## src/rtl/mmu_bus_if.sv

```systemverilog
// mmu_bus_if: bus bundle between the CPU/device side and the mmu_bus sequencer.
//
// Parameters:
//   NUM_DEV  number of device windows
//   SEL_LSB  width of the device-local address
//
// Signals:
//   REQ, WR, ADDR, IN      CPU request (command, direction, byte address, write data)
//   OUT, ACK, FAULT        CPU response (read data, completion pulse, rejection flag)
//   DEV_ADDR, DEV_IN       latched device-local address and write data
//   DEV_OUT                read data from every device, device d at [32d+31:32d]
//   DEV_N_WE, DEV_N_OE     per-device active-low write/read strobes
//
// Handshake: REQ is sampled only while the sequencer is ready (ACK high or idle).
// ACK is a one-cycle pulse; FAULT qualifies it. A REQ while busy is dropped.
//
// Modports:
//   slave  - the sequencer's view
//   master - the environment's view (CPU plus devices)
interface mmu_bus_if #(
    parameter int NUM_DEV = 2,
    parameter int SEL_LSB = 16
);
    logic                    REQ;
    logic                    WR;
    logic [31:0]             ADDR;
    logic [31:0]             IN;
    logic [31:0]             OUT;
    logic                    ACK;
    logic                    FAULT;
    logic [SEL_LSB-1:0]      DEV_ADDR;
    logic [31:0]             DEV_IN;
    logic [NUM_DEV*32-1:0]   DEV_OUT;
    logic [NUM_DEV-1:0]      DEV_N_WE;
    logic [NUM_DEV-1:0]      DEV_N_OE;

    modport slave (
        input  REQ, WR, ADDR, IN, DEV_OUT,
        output OUT, ACK, FAULT, DEV_ADDR, DEV_IN, DEV_N_WE, DEV_N_OE
    );

    modport master (
        output REQ, WR, ADDR, IN, DEV_OUT,
        input  OUT, ACK, FAULT, DEV_ADDR, DEV_IN, DEV_N_WE, DEV_N_OE
    );
endinterface

```

## src/rtl/mmu_bus.sv

```systemverilog
// mmu_bus: registered sequencer that decodes a 32-bit CPU address into one of
// NUM_DEV device windows and runs a strobe/ACK transaction with a per-device
// wait-state count. Unaligned or unmapped addresses complete with FAULT.
//
// Ports:
//   CLK        clock, rising edge
//   N_RST      asynchronous active-low reset
//   bus        mmu_bus_if.slave (CPU request/response and device strobes)
//   DBG_STATE  current FSM state (0 IDLE, 1 ACCESS, 2 DONE, 3 FAULT)
module mmu_bus #(
    parameter int                   NUM_DEV     = 2,
    parameter int                   SEL_LSB     = 16,
    parameter logic [4*NUM_DEV-1:0] WAIT_CYCLES = 8'h10
) (
    input  logic        CLK,
    input  logic        N_RST,
    mmu_bus_if.slave    bus,
    output logic [1:0]  DBG_STATE
);
    localparam int SEL_W = (NUM_DEV > 1) ? $clog2(NUM_DEV) : 1;
    localparam int TOP   = SEL_LSB + SEL_W;
    // Address bits above the device index must be zero for a mapped access.
    localparam logic [31:0] HI_MASK = (TOP >= 32) ? 32'h0 : ~((32'h1 << TOP) - 32'h1);

    typedef enum logic [1:0] {
        S_IDLE   = 2'd0,
        S_ACCESS = 2'd1,
        S_DONE   = 2'd2,
        S_FAULT  = 2'd3
    } state_t;

    state_t             state_q, state_d;
    logic               load;
    logic [SEL_W-1:0]   req_idx;
    logic               req_hit;
    logic               req_bad;
    logic [3:0]         req_wait;
    logic [SEL_W-1:0]   sel_q;
    logic [3:0]         cnt_q;
    logic               wr_q;
    logic [31:0]        out_q;
    logic [SEL_LSB-1:0] dev_addr_q;
    logic [31:0]        dev_in_q;
    logic [31:0]        rd_data;
    logic [NUM_DEV-1:0] n_we;
    logic [NUM_DEV-1:0] n_oe;

    assign req_idx = bus.ADDR[SEL_LSB +: SEL_W];

    // Decode the incoming request: window hit and its wait count.
    always_comb begin
        req_hit  = 1'b0;
        req_wait = 4'd0;
        for (int d = 0; d < NUM_DEV; d++) begin
            if (req_idx == SEL_W'(d)) begin
                req_hit  = 1'b1;
                req_wait = WAIT_CYCLES[4*d +: 4];
            end
        end
        req_bad = (bus.ADDR[1:0] != 2'b00) || !req_hit || ((bus.ADDR & HI_MASK) != 32'h0);
    end

    // Read data of the latched device.
    always_comb begin
        rd_data = 32'h0;
        for (int d = 0; d < NUM_DEV; d++) begin
            if (sel_q == SEL_W'(d)) rd_data = bus.DEV_OUT[32*d +: 32];
        end
    end

    // Next-state logic. Ready states accept REQ; ACCESS ignores it.
    always_comb begin
        state_d = state_q;
        load    = 1'b0;
        case (state_q)
            S_ACCESS: begin
                if (cnt_q == 4'd0) state_d = S_DONE;
            end
            default: begin
                if (bus.REQ) begin
                    load    = 1'b1;
                    state_d = req_bad ? S_FAULT : S_ACCESS;
                end else begin
                    state_d = S_IDLE;
                end
            end
        endcase
    end

    always_ff @(posedge CLK or negedge N_RST) begin
        if (!N_RST) state_q <= S_IDLE;
        else        state_q <= state_d;
    end

    always_ff @(posedge CLK or negedge N_RST) begin
        if (!N_RST) begin
            sel_q      <= '0;
            cnt_q      <= 4'd0;
            wr_q       <= 1'b0;
            out_q      <= 32'h0;
            dev_addr_q <= '0;
            dev_in_q   <= 32'h0;
        end else begin
            if (load) begin
                sel_q      <= req_idx;
                cnt_q      <= req_bad ? 4'd0 : req_wait;
                wr_q       <= bus.WR;
                dev_addr_q <= bus.ADDR[SEL_LSB-1:0];
                dev_in_q   <= bus.IN;
            end else if (state_q == S_ACCESS && cnt_q != 4'd0) begin
                cnt_q <= cnt_q - 4'd1;
            end
            // Capture read data on the edge that leaves ACCESS.
            if (state_q == S_ACCESS && cnt_q == 4'd0 && !wr_q) out_q <= rd_data;
        end
    end

    // Strobes derive from the registered state so an asynchronous reset
    // releases them immediately.
    always_comb begin
        n_we = '1;
        n_oe = '1;
        for (int d = 0; d < NUM_DEV; d++) begin
            if (state_q == S_ACCESS && sel_q == SEL_W'(d)) begin
                if (wr_q) n_we[d] = 1'b0;
                else      n_oe[d] = 1'b0;
            end
        end
    end

    assign bus.DEV_N_WE = n_we;
    assign bus.DEV_N_OE = n_oe;
    assign bus.OUT      = out_q;
    assign bus.DEV_ADDR = dev_addr_q;
    assign bus.DEV_IN   = dev_in_q;
    assign bus.ACK      = (state_q == S_DONE) || (state_q == S_FAULT);
    assign bus.FAULT    = (state_q == S_FAULT);
    assign DBG_STATE    = state_q;
endmodule

```

## src/flat_wrapper.sv

```systemverilog
// flat-port wrapper written by rule: the top's interface ports become plain ports
module mmu_bus_flat 
#(
    parameter int                   NUM_DEV     = 2,
    parameter int                   SEL_LSB     = 16,
    parameter logic [4*NUM_DEV-1:0] WAIT_CYCLES = 8'h10
)
  (CLK, N_RST, DBG_STATE, bus_REQ, bus_WR, bus_ADDR, bus_IN, bus_DEV_OUT, bus_OUT, bus_ACK, bus_FAULT, bus_DEV_ADDR, bus_DEV_IN, bus_DEV_N_WE, bus_DEV_N_OE);
  mmu_bus_if #(.NUM_DEV(NUM_DEV), .SEL_LSB(SEL_LSB)) bus_i ();
  input  logic CLK;
  input  logic N_RST;
  output logic [1:0] DBG_STATE;
  input wire logic [$bits(bus_i.REQ)-1:0] bus_REQ;
  input wire logic [$bits(bus_i.WR)-1:0] bus_WR;
  input wire logic [$bits(bus_i.ADDR)-1:0] bus_ADDR;
  input wire logic [$bits(bus_i.IN)-1:0] bus_IN;
  input wire logic [$bits(bus_i.DEV_OUT)-1:0] bus_DEV_OUT;
  output wire logic [$bits(bus_i.OUT)-1:0] bus_OUT;
  output wire logic [$bits(bus_i.ACK)-1:0] bus_ACK;
  output wire logic [$bits(bus_i.FAULT)-1:0] bus_FAULT;
  output wire logic [$bits(bus_i.DEV_ADDR)-1:0] bus_DEV_ADDR;
  output wire logic [$bits(bus_i.DEV_IN)-1:0] bus_DEV_IN;
  output wire logic [$bits(bus_i.DEV_N_WE)-1:0] bus_DEV_N_WE;
  output wire logic [$bits(bus_i.DEV_N_OE)-1:0] bus_DEV_N_OE;
  assign bus_i.REQ = bus_REQ;
  assign bus_i.WR = bus_WR;
  assign bus_i.ADDR = bus_ADDR;
  assign bus_i.IN = bus_IN;
  assign bus_i.DEV_OUT = bus_DEV_OUT;
  assign bus_OUT = bus_i.OUT;
  assign bus_ACK = bus_i.ACK;
  assign bus_FAULT = bus_i.FAULT;
  assign bus_DEV_ADDR = bus_i.DEV_ADDR;
  assign bus_DEV_IN = bus_i.DEV_IN;
  assign bus_DEV_N_WE = bus_i.DEV_N_WE;
  assign bus_DEV_N_OE = bus_i.DEV_N_OE;
  mmu_bus #(.NUM_DEV(NUM_DEV), .SEL_LSB(SEL_LSB), .WAIT_CYCLES(WAIT_CYCLES)) u_core (.CLK(CLK), .N_RST(N_RST), .bus(bus_i), .DBG_STATE(DBG_STATE));
endmodule
```

## config.mk

```make
export PLATFORM = sky130hd
export DESIGN_NAME = mmu_bus_flat
export DESIGN_NICKNAME = d
export VERILOG_FILES = /design/src/rtl/mmu_bus_if.sv /design/src/rtl/mmu_bus.sv /design/src/flat_wrapper.sv
export SDC_FILE = /design/constraint.sdc
export NUM_CORES = 1
export LEC_CHECK = 0
export CORE_MARGIN = 5
export CORE_UTILIZATION = 34
export CTS_BUF_LIST = sky130_fd_sc_hd__clkbuf_16
export DETAILED_ROUTE_END_ITERATION = 8
export HOLD_SLACK_MARGIN = 0.06
export PLACE_DENSITY = 0.77
export SLEW_MARGIN = 20
export SYNTH_ARGS = -nofsm -noshare
export SYNTH_HDL_FRONTEND = slang
export SYNTH_SLANG_ARGS = --single-unit
```

## constraint.sdc

```tcl
create_clock -name CLK -period 1.9 [get_ports CLK]
set_clock_uncertainty 0.2 [all_clocks]
set_input_delay 0.19 -clock CLK [delete_from_list [all_inputs] [get_ports CLK]]
set_output_delay 0.19 -clock CLK [all_outputs]
set_load 0.05 [all_outputs]
```

* Word-level counts from Yosys, hierarchy flattened *
Index checks and enable logic that the tools add are counted.

operators by class
  $add $sub $neg = 1
  equality and inequality tests = 4
  mux-type cells = 17
  bitwise operators = 1
  reduce and logical (&&, ||, !) cells = 13

operators with widths
  cell                                                 number
  two-way mux 32 bit                                   1
  nonzero test 32 bit                                  1
  two-way mux 4 bit                                    3
  two-way mux 1 bit                                    9
  two-way mux 2 bit                                    4
  logical AND 1 bit                                    5
  equality test 2 bit, second input constant           2
  logical NOT 4 bit                                    1
  nonzero test 2 bit                                   2
  nonzero test 4 bit                                   1
  subtractor 4 x 1 -> 4 bit, second input constant     1
  equality test 2 x 1 -> 1 bit, second input constant  1
  logical OR 1 bit                                     2
  != test 2 x 1 -> 1 bit, second input constant        1
  logical NOT 1 bit                                    1
  inverter 1 bit                                       1

word-level totals
  register bits after elaboration = 88
  input bits = 132
  word-level logic and storage cells = 43

* Longest topological paths before layout *
  depth after elaboration = 5
  depth in mapped cells = 7

* Worst setup path before layout *
OpenSTA, ideal clock, no wires.

  path type = flip-flop to flip-flop
  start point = register u_core.state_q[1], in the netlist u_core.DBG_STATE[1]
  end point = register u_core.dev_addr_q[0], in the netlist u_core.bus.DEV_ADDR[0]
  setup time = 125 ps
  data arrival time = 1730 ps
  path slack = -155 ps
  stages on the path, launching flop included = 6
  path through = dfrtp_1 > nand2b_1 > buf_2 > nand2_1 > buf_2 > mux2_2

on the way
  word-level cells in the longest chain between the ends = 2

RTL lines
  what                          line            text
  from (decl)                   mmu_bus.sv:32   state_t state_q, state_d;
  from (signal assigned)        mmu_bus.sv:92   else state_q <= state_d;
  equality test 2 x 1 -> 1 bit  mmu_bus.sv:75   case (state_q)
  two-way mux 1 bit             mmu_bus.sv:75
  to (signal assigned)          mmu_bus.sv:108  dev_addr_q <= bus.ADDR[SEL_LSB-1:0];
  to (decl)                     mmu_bus.sv:42   logic [SEL_LSB-1:0] dev_addr_q;

Every way passes these cells.
A chain may end at the register's enable or synchronous reset.

* Final worst setup path *
  start point = register u_core.cnt_q[0]
  end point = register u_core.out_q[6], in the netlist u_core.bus.OUT[6]

on the way
  word-level cells in the longest chain between the ends = 3

RTL lines
  what                             line            text
  from (decl)                      mmu_bus.sv:39   logic [3:0] cnt_q;
  from (signal assigned)           mmu_bus.sv:106  cnt_q <= req_bad ? 4'd0 : req_wait;
  from (signal assigned)           mmu_bus.sv:111  cnt_q <= cnt_q - 4'd1;
  logical NOT 4 bit                mmu_bus.sv:114  if (state_q == S_ACCESS && cnt_q == 4'd0 && !wr_q) out_q <= rd_data;
  logical AND 1 bit (2 in series)  mmu_bus.sv:114
  to (signal assigned)             mmu_bus.sv:114
  to (decl)                        mmu_bus.sv:41   logic [31:0] out_q;

Every way passes these cells.

==> results_dict.tcl <==
set metrics [dict create \
    globalRouteOverflowTotal 0 \
    synth_fa_ha_area_frac 0.00328 \
    p_sw_mw 2.80 \
    coreArea_sq_um 10900 \
    detail-route-antenna-nets 0 \
    clkSinkCount 88 \
    clockPowerShare 0.252 \
    cts_buffer_depth 2 \
    crit_fanout 9 \
    cts_tree "built" \
    grt_start_max_net_pins 89 \
    synthMuxAreaShare 0.229 \
    p_total_mw 7.33 \
    finalCoreUtilization 0.623 \
    die_area_sq_um 13400 \
    path_cells "inv_1, ha_2, or3b_4, nor3_4, buf_12, buf_12, nor2_1, a21oi_2" \
    hold_path_class "in2async" \
    clk_latency_ns 0.33 \
    worst_slack_ns -0.0681 \
    synthXorXnorAreaFrac 0.00230 \
    p_per_area_nw_per_um2 1080 \
    nets 671 \
    synth_area_leaders "dfrtp_1 (58%), mux2_2 (14%), mux2i_1 (8.4%)" \
    synth.avg_cell_area_sq_um 13.1 \
    pin_count 220 \
    wl_per_cell_um 16.3 \
    swShare 0.382 \
    num_rows 38 \
    cp_top_family "simple AND/OR/NAND/NOR gates" \
    leakagePower_nw 3.12 \
    ys_seq_elements 88 \
    gp_congestion 0.787 \
    cp-end-kind "register" \
    viasPerCell 4.67 \
    hold_slack_ns 0.243 \
    crit_type "reg2reg" \
    placed_area_sq_um 6230 \
    hold_viol_final 0 \
    syn_to_final_growth_pct 78.7 \
    grt_pass1_vias 3501 \
    synth_most_common_cell "dfrtp_1" \
    synth-compound-area-share 0.0775 \
    diodes 0 \
    timing.final.crit_share 1.04 \
    vias 3191 \
    synthesis.nets 425 \
    drcViolationCount 0 \
    violations "negative setup slack" \
    start_kind "register" \
    critPathSlowestCell "or3b_4" \
    slew_viol_final 0 \
    synth_largest_area_cell "dfrtp_1" \
    drtIter0Drc 93 \
    p_seq_frac 0.332 \
    final_cell_area_sq_um 6810 \
    async_flop_share 1.00 \
    max_freq_mhz 508 \
    tightestPinTransition_ns 0.534 \
    period_minus_slack_ns 1.97 \
    tns_ns -1.27 \
    cts_buffers 9 \
    yosysTopAreaCellShare 0.578 \
    grt_pass1_wl_um 16900 \
    slowest_delay_ns 0.39 \
    synth_simple_gate_area_share 0.0788 \
    cp.required_ns 1.95 \
    port_buffers 219 \
    rsz0062_at_grt "true" \
    synth_top_family_by_area "multiplexers" \
    firstDrtPassIters 4 \
    max_cap_violations 0 \
    ys.flop_type "dfrtp_1" \
    ys_seq_area_frac 0.578 \
    cp.arrival_ns 2.02 \
    post-place-ws_ns -0.0784 \
    cts_max_level 3 \
    syn_inst 292 \
    setup_viol 31 \
    status "complete, but fails checks" \
    track_usage 0.160 \
    finalNonFillerCells 683 \
    vdd_drop_max_mv 0.501 \
    wirelength_um 11100 \
    start_util 0.349 \
    crit_top_cell "buf_12" \
    clk_pin_slew_ns 0.06 \
    relSlewSlack 0.643 \
    grt_antenna_before_repair 0 \
    cts-root-buf "clkbuf_16" \
    die_w_um 116 \
    synthTopCellsByCount "dfrtp_1 (88), mux2_2 (49), nor2_1 (35)" \
    fp.dieH_um 116 \
    power_frac_comb 0.416 \
    p_int_mw 4.52 \
    synth_cell_types 28 \
    hpwl_um 8520 \
    synth_area_sq_um 3810 \
    yosysWarnings 0 \
    synth_edf_count 0 \
    layout-drive-gt1-share 0.335 \
    worst-path-buf-inv 3 \
    placed_cells_incl_taps 656 \
]
==> layer usage <==
metal | track usage | share of wire | routed length, um
met5 | 0 | 0 | 0
met4 | 0.0541 | 0.016 | 174
met3 | 0.0501 | 0.093 | 1030
met2 | 0.291 | 0.53 | 5940
met1 | 0.178 | 0.36 | 3990
==> placed cells by master, fill, tap and decap left out, types with 2 or more instances in the layout <==
cell,netlist,layout
dfrtp_2,0,3
nor2_2,0,6
buf_12,0,7
nor2_4,0,2
dlygate4sd2_1,0,9
a21oi_1,5,3
o21ai_0,2,2
mux2i_1,32,32
mux2_2,49,49
clkbuf_16,0,10
dfrtp_1,88,85
bufinv_16,0,2
inv_1,2,2
nand2_1,9,8
nor3_1,2,2
clkdlybuf4s50_1,0,137
dlymetal6s2s_1,0,34
clkinv_2,0,2
clkinv_1,0,2
buf_6,5,8
buf_4,1,54
nor4_1,3,3
nor2_1,35,27
a21oi_2,28,30
nand3_1,8,8
==> final timing paths <==
kind	depth (start not counted)	to	slack (ns)	startpoint
max	8	u_core.bus.OUT[6]	-0.07	u_core.cnt_q[0]
min	3	u_core.bus.DEV_IN[1]	0.24	N_RST
max reg2reg	8	u_core.bus.OUT[6]	-0.07	u_core.cnt_q[0]
min reg2reg	1	u_core.bus.DEV_ADDR[14]	0.30	u_core.bus.DEV_ADDR[14]
max in group asynchronous	3	u_core.DBG_STATE[1]	0.88	N_RST
min in group CLK	3	u_core.sel_q	0.25	bus_ADDR[16]
==> power by group through the flow <==
stage          combinational [mW]  clock (mW)  sequential, mW
2_1_floorplan               0.617           0            3.69
3_3_place_gp                 3.00           0            2.44
3_5_place_dp                 3.05           0            2.46
4_1_cts                      3.05        1.88            2.43
5_1_grt                      3.19        1.97            2.49
6_report                     3.05        1.84            2.43
==> flip-flops by register name, indices dropped and copies added (netlist names) <==
register             cells
u_core.DBG_STATE         2
u_core.bus.OUT          32
u_core.bus.DEV_IN       32
u_core.bus.DEV_ADDR     16
u_core.cnt_q             4
u_core.wr_q              1
u_core.sel_q             1
==> tightest hold or removal path: cells and delay by family <==
kind	cells	cell delay [ns]
buf+inv	3	1.01
==> layout make-up <==
cell class	count	area (sq um)
timing repair buffer	252	2560
tap	140	175
inverter	2	7.51
fill	899	4120
multi-input combinational	185	1550
clock inverter	7	86.3
sequential	88	2210
clock buffer	9	225
==> kinds of logic (layout without fill, tap and decap cells) <==
logic type / count (synthesis) / count (layout)
flip-flops: 88 / 88
multiplexers: 81 / 81
AND/OR/NAND/NOR: 65 / 65
AO/OA/AOI/OAI: 37 / 37
buffers and inverters: 19 / 270
adder cells (fa/ha/maj): 1 / 1
XOR/XNOR: 1 / 1
==> timing repair <==
action                                  4_1_cts  5_1_grt
pin swaps                                     0        2
buffers inserted                              5        5
endpoints found under the setup margin       41       71
resized for setup                            15       56
endpoints found under the hold margin        88        0
cloned                                        1        1
hold buffers                                  1        0
No activity file was read; power rests on OpenSTA's default activity.
==> RTL edit: new RTL, same settings <==
`NUM_DEV` is set to 2 in 3 places; all go to 8.
--- a/src/rtl/mmu_bus_if.sv
+++ b/src/rtl/mmu_bus_if.sv
@@ -19,5 +19,5 @@
 //   master - the environment's view (CPU plus devices)
 interface mmu_bus_if #(
-    parameter int NUM_DEV = 2,
+    parameter int NUM_DEV = 8,
     parameter int SEL_LSB = 16
 );
--- a/src/rtl/mmu_bus.sv
+++ b/src/rtl/mmu_bus.sv
@@ -9,5 +9,5 @@
 //   DBG_STATE  current FSM state (0 IDLE, 1 ACCESS, 2 DONE, 3 FAULT)
 module mmu_bus #(
-    parameter int                   NUM_DEV     = 2,
+    parameter int                   NUM_DEV     = 8,
     parameter int                   SEL_LSB     = 16,
     parameter logic [4*NUM_DEV-1:0] WAIT_CYCLES = 8'h10
--- a/src/flat_wrapper.sv
+++ b/src/flat_wrapper.sv
@@ -2,5 +2,5 @@
 module mmu_bus_flat 
 #(
-    parameter int                   NUM_DEV     = 2,
+    parameter int                   NUM_DEV     = 8,
     parameter int                   SEL_LSB     = 16,
     parameter logic [4*NUM_DEV-1:0] WAIT_CYCLES = 8'h10
Ports: changed (resized bus_DEV_N_OE, bus_DEV_N_WE and bus_DEV_OUT); port bits go from 220 to 424. No check against the original RTL was run, so the function may have changed too.
==> RTL edit against the unedited design <==
- wire length rose by 150%
- setup slack got worse by 0.054 ns
- the flow still finishes with violations (negative setup slack)
- area after synthesis rose by 53%
- design area rose by 70%
- sequential cell count rose by 2
- total power rose by 150%
- critical path type unchanged
- sequential power rose by 39%
==> RTL edit: results (changes against the unedited design) <==
[place]
port_buffers = 423  ; +93%
dp_slack_ns = -0.252  ; -0.174 ns
gp_congestion = 0.892  ; +13%
placed_cells = 1246  ; +90%
postPlaceCellArea_sq_mm = 0.0106  ; +70%
dp_hpwl_mm = 21.4  ; +150%

[floorplanning]
die_x_microns = 141  ; +22%

[synthesis]
ys_warn_count = 0  ; unchanged
synth.distinct_cells = 41  ; +46%
ys_top_cells_by_count = dfrtp_1 (90), o21ai_0 (59), mux2_2 (52), mux2i_1 (48), nand2_1 (45)
syn-num-nets = 942  ; +120%
ys_seq_area_share_pct = 38.6  ; -19 points
avgSynthCellArea_sq_um = 9.46  ; -28%
synth.area.top_cells = dfrtp_1 (39%), mux2_2 (10%), mux2i_1 (8.2%)

[finish]
diodes = 1  ; +1
drive_gt1_share_pct = 27.9  ; -5.6 points
buf_share_pct = 44.0  ; +6.4 points
fillCellCount = 1293  ; +44%
clockNetworkAreaShare_pct = 3.00  ; -1.6 points
clock_buffers = 9  ; unchanged
multi_input_gates = 447  ; +140%
post-route-util_pct = 69.2  ; +6.9 points
multi_input_area_share_pct = 30.4  ; +7.6 points
signal_buffers = 497  ; +97%
nets = 1390  ; +110%
inv_count = 19  ; +17
seq_share_pct = 19.6  ; -13 points

[timing]
setup_viol = 43  ; +39%
tightest_slew_ns = 0.506  ; -0.0289 ns
layout_setup_ws_ns = -0.122  ; -0.0544 ns
holdWs_ns = 0.138  ; -0.106 ns
setup-tns-final_ns = -2.96  ; -1.69 ns

[detailed_routing]
drt-pass1-iter-count = 5  ; +1
drt_first_iter_violations = 331  ; +260%
drt_wl_total_mm = 27.4  ; +150%
vias = 6644  ; +110%
routedWlPerCell_microns = 21.3  ; +30%

[global_route]
grtUsageTotal_pct = 25.7  ; +9.7 points
antenna_found_initial = 1  ; +1
grt_max_degree = 38  ; -57%
grt_pass1_vias = 6724  ; +92%
grt_first_pass_wirelength_mm = 39.5  ; +130%

[critical_path]
cp_data_arrival_time_ns = 2.04  ; +0.02 ns
crit_fanout = 17  ; +8
cp_slowest_cell = dfrtp_1
worstSetupStartpointType = flip-flop
r2r-end = u_core.bus.OUT[25]$_DFFE_PN0P_
rr_startpoint = u_core.cnt_q[1]$_DFFE_PN0P_
rr_worst_depth = 7  ; -1

[power]
p_sw_share_pct = 48.0  ; +9.7 points
ir_drop_v = 0.00114  ; +130%
leakage_uw = 0.00493  ; +58%
pwr-share-seq_pct = 18.6  ; -15 points
p_clk_share_pct = 11.7  ; -14 points
power_switching_uw = 8700  ; +210%

[clock_network]
cts_sinks = 90  ; +2.3%
root_buffer = clkbuf_16

[status]
outcome = finished with violations
failed_checks = negative setup slack

==> RTL edit: cell count changes after synthesis, moves of 19 or more <==
cell and delta:
o21ai_0 +57, nand2_1 +36, a2bb2oi_1 +32, a21oi_1 +31, clkbuf_1 +25, buf_2 +20, nor2b_1 +19
==> RTL edit: repair_timing <==
item,CTS,global route
hold buffers,1,0
resized for setup,49,57
hold endpoints to repair,90,0
setup buffers,17,7
cloned,2,2
setup endpoints to repair,57,60
pin swaps,5,7
==> RTL edit: layer usage <==
layer / track usage, % / share of wire (%)
met5: 0 / 0
met4: 6.99 / 2.1
met3: 8.03 / 9.1
met2: 44.2 / 50
met1: 31.2 / 39
==> RTL edit: logic make-up (layout without fill, tap and decap cells) <==
group,Yosys count,after routing,share of synthesized area [%]
AOI/OAI and AO/OA,210,210,24.4
xor gates and xnor gates,3,3,0.451
adders and majority gates,2,2,0.429
buffers and inverters,79,532,5.92
DFF,90,90,38.6
muxes,101,101,18.7
other,0,1,0
and+or+nand+nor,131,131,11.4
